<file path="config.mk">
export PLATFORM = sky130hd
export DESIGN_NAME = fifo_wr_occupancy
export DESIGN_NICKNAME = d
export VERILOG_FILES = /design/src/rtl/fifo_wr_occupancy.sv
export SDC_FILE = /design/constraint.sdc
export NUM_CORES = 1
export LEC_CHECK = 0
export ABC_AREA = 1
export BUFFER_PORTS_ARGS = -buffer_cell sky130_fd_sc_hd__buf_4
export CORE_ASPECT_RATIO = 1.1
export CORE_MARGIN = 2
export CORE_UTILIZATION = 50
export DETAILED_ROUTE_END_ITERATION = 8
export PLACE_DENSITY = 0.78
export REMOVE_ABC_BUFFERS = 1
export SLEW_MARGIN = 10
export SYNTH_ARGS = -nofsm -noshare
export SYNTH_HDL_FRONTEND = slang
export SYNTH_SLANG_ARGS = --single-unit
</file>
<file path="constraint.sdc">
create_clock -name wr_clk -period 2.7 [get_ports wr_clk]
set_clock_uncertainty 0.15 [all_clocks]
set_input_delay 0.135 -clock wr_clk [delete_from_list [all_inputs] [get_ports wr_clk]]
set_output_delay 0.135 -clock wr_clk [all_outputs]
set_load 0.01 [all_outputs]
</file>
<file path="src/rtl/fifo_wr_occupancy.sv">
// fifo_wr_occupancy: write-domain status block for an asynchronous FIFO.
// Synchronizes the Gray read pointer into wr_clk, converts it to binary and
// derives registered occupancy, free space and almost-full. Also tracks
// attempted writes while full (sticky flag plus saturating counter).
// Optional build macro FIFO_WR_PTR_CHECK_EN adds a sticky pointer-consistency
// error (read pointer ahead of write pointer); without it ptr_err is tied to 0.
module fifo_wr_occupancy #(
    parameter int FIFO_DEPTH   = 4,
    parameter int SYNC_STAGES  = 2,
    parameter int AFULL_THRESH = FIFO_DEPTH - 1,
    localparam int A           = $clog2(FIFO_DEPTH),
    localparam int PW          = A + 1
) (
    input  logic          wr_clk,
    input  logic          wr_rst_n,
    input  logic [PW-1:0] rptr_gray_async,
    input  logic [PW-1:0] wptr_bin,
    input  logic          wr_en,
    input  logic          full,
    input  logic          ovf_clr,
    output logic [PW-1:0] rptr_gray_sync,
    output logic [PW-1:0] rptr_bin_sync,
    output logic [PW-1:0] wr_level,
    output logic [PW-1:0] wr_free,
    output logic          almost_full,
    output logic          overflow,
    output logic [7:0]    ovf_cnt,
    output logic          ptr_err
);

    localparam logic [PW-1:0] DEPTH_P  = PW'(FIFO_DEPTH);
    localparam logic [PW-1:0] THRESH_P = PW'(AFULL_THRESH);

    if (FIFO_DEPTH < 2 || (FIFO_DEPTH & (FIFO_DEPTH - 1)) != 0) begin : g_bad_depth
        $fatal(1, "fifo_wr_occupancy: FIFO_DEPTH must be a power of two >= 2");
    end
    if (SYNC_STAGES < 2) begin : g_bad_sync
        $fatal(1, "fifo_wr_occupancy: SYNC_STAGES must be >= 2");
    end
    if (AFULL_THRESH < 1 || AFULL_THRESH > FIFO_DEPTH) begin : g_bad_thresh
        $fatal(1, "fifo_wr_occupancy: AFULL_THRESH must be in 1..FIFO_DEPTH");
    end

    function automatic logic [PW-1:0] gray2bin(input logic [PW-1:0] g);
        logic [PW-1:0] b;
        b[PW-1] = g[PW-1];
        for (int i = PW - 2; i >= 0; i--) begin
            b[i] = b[i+1] ^ g[i];
        end
        return b;
    endfunction

    function automatic logic [7:0] sat_inc(input logic [7:0] c);
        return (c == 8'hFF) ? c : c + 8'd1;
    endfunction

    logic [PW-1:0] sync_q [SYNC_STAGES];
    logic [PW-1:0] rbin_q;
    logic [PW-1:0] level_d, level_q;
    logic [PW-1:0] free_d, free_q;
    logic          afull_d, afull_q;
    logic          ovf_d, ovf_q;
    logic [7:0]    cnt_d, cnt_q;
    logic          viol;

    // Plain flop chain for the read pointer; no logic between stages.
    always_ff @(posedge wr_clk or negedge wr_rst_n) begin
        if (!wr_rst_n) begin
            for (int i = 0; i < SYNC_STAGES; i++) sync_q[i] <= '0;
        end else begin
            sync_q[0] <= rptr_gray_async;
            for (int i = 1; i < SYNC_STAGES; i++) sync_q[i] <= sync_q[i-1];
        end
    end

    // Registered Gray-to-binary conversion of the last synchronizer stage.
    always_ff @(posedge wr_clk or negedge wr_rst_n) begin
        if (!wr_rst_n) rbin_q <= '0;
        else           rbin_q <= gray2bin(sync_q[SYNC_STAGES-1]);
    end

    // Modulo subtraction handles pointer wrap without any special case.
    always_comb begin
        level_d = wptr_bin - rbin_q;
        free_d  = DEPTH_P - level_d;
        afull_d = (level_d >= THRESH_P);
    end

    // Occupancy, free space and almost-full all update on the same edge.
    always_ff @(posedge wr_clk or negedge wr_rst_n) begin
        if (!wr_rst_n) begin
            level_q <= '0;
            free_q  <= DEPTH_P;
            afull_q <= 1'b0;
        end else begin
            level_q <= level_d;
            free_q  <= free_d;
            afull_q <= afull_d;
        end
    end

    // Overflow bookkeeping: a violation on the same edge as a clear wins.
    always_comb begin
        viol  = wr_en & full;
        ovf_d = ovf_q;
        cnt_d = cnt_q;
        if (viol) begin
            ovf_d = 1'b1;
            cnt_d = ovf_clr ? 8'd1 : sat_inc(cnt_q);
        end else if (ovf_clr) begin
            ovf_d = 1'b0;
            cnt_d = 8'd0;
        end
    end

    // Overflow status registers.
    always_ff @(posedge wr_clk or negedge wr_rst_n) begin
        if (!wr_rst_n) begin
            ovf_q <= 1'b0;
            cnt_q <= 8'd0;
        end else begin
            ovf_q <= ovf_d;
            cnt_q <= cnt_d;
        end
    end

`ifdef FIFO_WR_PTR_CHECK_EN
    logic ptr_err_q;

    // Sticky error once the read pointer has passed the write pointer.
    always_ff @(posedge wr_clk or negedge wr_rst_n) begin
        if (!wr_rst_n)                ptr_err_q <= 1'b0;
        else if (level_d > DEPTH_P)   ptr_err_q <= 1'b1;
    end

    assign ptr_err = ptr_err_q;
`else
    assign ptr_err = 1'b0;
`endif

    assign rptr_gray_sync = sync_q[SYNC_STAGES-1];
    assign rptr_bin_sync  = rbin_q;
    assign wr_level       = level_q;
    assign wr_free        = free_q;
    assign almost_full    = afull_q;
    assign overflow       = ovf_q;
    assign ovf_cnt        = cnt_q;

endmodule

</file>
# Word-level counts from Yosys, hierarchy flattened
# Index checks and enable logic that the tools add are counted.
classes:
  n_reduce_logical: 2
  muxes: 6
  n_eq_ne: 2
  bitwise: 3
  magnitude_cmp: 1
  add_sub_neg: 3
op_table:
  columns: ["cell", "count"]
  rows:
  - ["$mux W8", 4]
  - ["$add A8 B1 Y8 const B", 1]
  - ["$eq A8 B8 Y1 const B", 1]
  - ["$ge A3 B2 Y1 const B", 1]
  - ["$sub A3 B3 Y3", 1]
  - ["$sub A3 B3 Y3 const A", 1]
  - ["$mux W1", 2]
  - ["$ne A2 B2 Y1 const B", 1]
  - ["$reduce_and A2 Y1", 1]
  - ["$reduce_bool A2 Y1", 1]
  - ["$xor A1 B1 Y1", 2]
  - ["$and A1 B1 Y1", 1]
totals:
  input_bits: 11
  register_bits: 25
  out_inout_bits: 23
  elab_cells: 25

# Logic depth before layout (Yosys ltp)
logic_depth:
  ltp_word: 4
  mapped_depth: 9
  ltp_nobuf: 9

# Least setup slack after synthesis
# No wires, ideal clock.
synth_path:
  path_type: "flip-flop to flip-flop"
  from: "reg rbin_q[0] (netlist: rptr_bin_sync[0])"
  to: "reg free_q[2] (netlist: wr_free[2])"
  setup_ns: 0.091
  setup_slack_ns: 0.814
  t_arrival_ns: 1.645
  path_stages_with_launch: 7
  path_buffers: 0
  required_time_ns: 2.459
  synth_period_minus_slack_ns: 1.886
  cell_sequence: "dfrtp_1 > ha_1 > inv_1 > fa_1 > inv_1 > ha_1 > xor3_1"
synth_via:
  elab_chain_len: 2
synth_lines:
  columns: ["item", "line_no", "source"]
  rows:
  - ["start, declared", "58", "logic [PW-1:0] rbin_q;"]
  - ["start signal, assigned", "79", "else rbin_q <= gray2bin(sync_q[SYNC_STAGES-1]);"]
  - ["$sub A3 B3 Y3", "84", "level_d = wptr_bin - rbin_q;"]
  - ["named net level_d[1]", "59", "logic [PW-1:0] level_d, level_q;"]
  - ["$sub A3 B3 Y3", "85", "free_d = DEPTH_P - level_d;"]
  - ["named net free_d[2]", "60", "logic [PW-1:0] free_d, free_q;"]
  - ["end signal, assigned", "97", "free_q <= free_d;"]
  - ["end, declared", "60", null]
# The timed path passes the listed nets, and every way through them passes these cells.
# A chain may end at the register's enable or synchronous reset.

# Worst setup path in the final report
layout_path:
  from: "in full"
  to: "reg ovf_q (netlist: overflow)"
layout_via:
  elab_chain_len: 2
  elab_cells_between_ends: 3
  classes_between: "mux: 1; bitwise: 1; reduce/logical: 1"
layout_lines:
  columns: ["item", "line_no", "source"]
  rows:
  - ["start, declared", "19", "input logic full,"]
  - ["$and A1 B1 Y1 (*)", "104", "viol = wr_en & full;"]
  - ["$mux W1 / $reduce_bool A2 Y1 (equally long branches)", null, null]
  - ["end signal, assigned", "122", "ovf_q <= ovf_d;"]
  - ["end, declared", "62", "logic ovf_d, ovf_q;"]
# Mark *: on every way between the ends. The rest lies on a longest branch, timed or not.

==> metrics.csv <==
metric;value;unit
status;finished clean;
powerDensity;583;nW/µm²
fmax;0.488;GHz
yosysSeqAreaShare;53.3;%
htree_num_levels;1;
drt_iter0_drc;27;
hold_buffers;8;
drc;0;
antenna_found_initial;0;
fp.dieW;49.3;µm
area_delta_synth_final;33.0;%
final_cell_mix;buf_4, dfrtp_1, nand2_1;
cts-resized-gates;0;
cts.sinks;24;
place_area;1370;µm²
grt_usage;18.1;%
syn-cell-area;1130;µm²
layout_commonest_cell;buf_4;
cts_tree;yes;
hold_viol_final;0;
cp_max_fo;5;
start_util;51.7;%
cp.required;2.77;ns
grt_pass1_wl;3480;µm
cts_buffers;3;
dr.pass1.iters;4;
finalCritPeriodShare;75.9;%
rsz0062_at_grt;no;
wl;2100;µm
grt-ovfl-total;0;
period_needed;2.05;ns
yosys.area.top_type;dfrtp_1;
coreArea;2180;µm²
synth-seq-cells;24;
synth_area_leaders;dfrtp_1, nand2_1, inv_1, ha_1, nand3_1;
avgSynthCellArea;9.99;µm²
wl_met3;95;µm
rows;18;
m1WireLength;890;µm
finalSetupViolCount;0;
fin_tns_setup;0;ns
dpl.hpwl;1530;µm
holdWs;0.00311;ns
clk_pin_slew;0.14;ns
multi_input_area;412;µm²
endpoint_kind;flop;
power_leakage;0.771;nW
setup_slack;0.650;ns
grt_pass1_vias;794;
vias_per_cell;4.68;
path_class;in -> reg;
die_area;2650;µm²
portBuffers;32;
highest_layer;met4;
hp-class;in -> reg;
diodes;0;
synth_top_area_share;51.0;%
synth_cell_types;26;
num-nets-final;169;
yosysWarnings;0;
preCtsSetupSlack;0.791;ns
maxCapViolCount;0;
fp.dieH;53.8;µm
dr_total_vias;851;
drive_gt1_share;30.3;%
total_power;875;µW
filler_cell_count;180;
arrival;2.12;ns
wl_per_cell;11.5;µm
wl_met2;1060;µm
gp_congestion;0.860;
ant_nets;0;
drv_slew;0;
final_cell_area;1500;µm²
postCtsSetupBuffers;0;
syn_inst;113;
root_buffer;clkbuf_4;
regArea;602;µm²
grt_max_degree;25;
ioPinCount;34;
clkLatencyLatePin;0.32;ns
start_kind;input pin;
ir_drop;642;µV
clockBufferDepth;2;
cell families (layout without fill, tap and decap cells):
kind of cell | Yosys count | after routing | synth area share [%]
flops | 24 | 24 | 53.3
buf+inv | 25 | 64 | 10.2
xor+xnor | 5 | 5 | 5.21
other cells | 1 | 1 | 0.332
simple gates | 42 | 42 | 18.4
fa+ha+maj | 5 | 5 | 6.21
compound gates | 11 | 11 | 6.32
through the flow:
stage,utilization [%],cells
3_5_place_dp,62.7,170
3_3_place_gp,62.7,170
6_report,68.7,182
5_1_grt,68.7,182
2_1_floorplan,-,108
4_1_cts,68.7,182
layout make-up:
cell class,count,area share (%)
inverter,20,5.17
multi-input combinational,64,27.4
clock buffer,3,1.50
timing repair buffer,40,21.3
sequential,24,40.1
clock inverter,1,2.00
tap,30,2.50
cell usage after synthesis:
cell type	count
dfrtp_1	23
nand2_1	20
inv_1	19
nand3_1	8
nor2_1	6
buf_4	5
ha_1	4
a21oi_1	3
o21ai_0	3
xor2_1	3
nand2_2	2
nand4_1	2
o21ai_2	2
a21oi_2	1
conb_1	1
dfstp_2	1
fa_1	1
inv_4	1
nand2_4	1
nand3_4	1
nor2_4	1
nor3_1	1
o211ai_1	1
o21bai_1	1
xnor2_1	1
xor3_1	1
path summary, 6_finish.rpt:
check | to | cells after the start | startpoint | slack (ns)
max in group asynchronous | wr_free[2] | 2 | wr_rst_n | 2.05
min | wr_free[2] | 3 | wptr_bin[2] | 0.003
max reg2reg | wr_free[2] | 6 | rptr_bin_sync[0] | 0.78
max | overflow | 6 | full | 0.65
min in group asynchronous | ovf_cnt[2] | 2 | wr_rst_n | 0.08
min reg2reg | rptr_gray_sync[1] | 0 | sync_q[4] | 0.22
sequential cells by signal, summed over array words and instances (netlist names):
| register | flops |
|---|---|
| rptr_bin_sync | 3 |
| wr_level | 2 |
| overflow | 1 |
| rptr_gray_sync | 3 |
| almost_full | 1 |
| sync_q | 3 |
| wr_free | 3 |
| ovf_cnt | 8 |
worst max-delay path: stages:
cell	delay, ns
dlygate4sd3_1	0.54
buf_4	0.13
nand2_1	0.14
dlygate4sd3_1	0.58
nand2_1	0.05
dlygate4sd3_1	0.55
per-layer routing:
metal / vias up / global-route usage (%)
li1: 426 / -
met1: 394 / 22.4
met5: - / 0
met3: 4 / 1.67
met2: 27 / 30.0
met4: 0 / 14.3
power breakdown:
part           internal [mW]  switching (mW)
clock                  0.150           0.110
combinational          0.104          0.0899
sequential             0.405          0.0167
No activity file was read; power rests on OpenSTA's default activity.
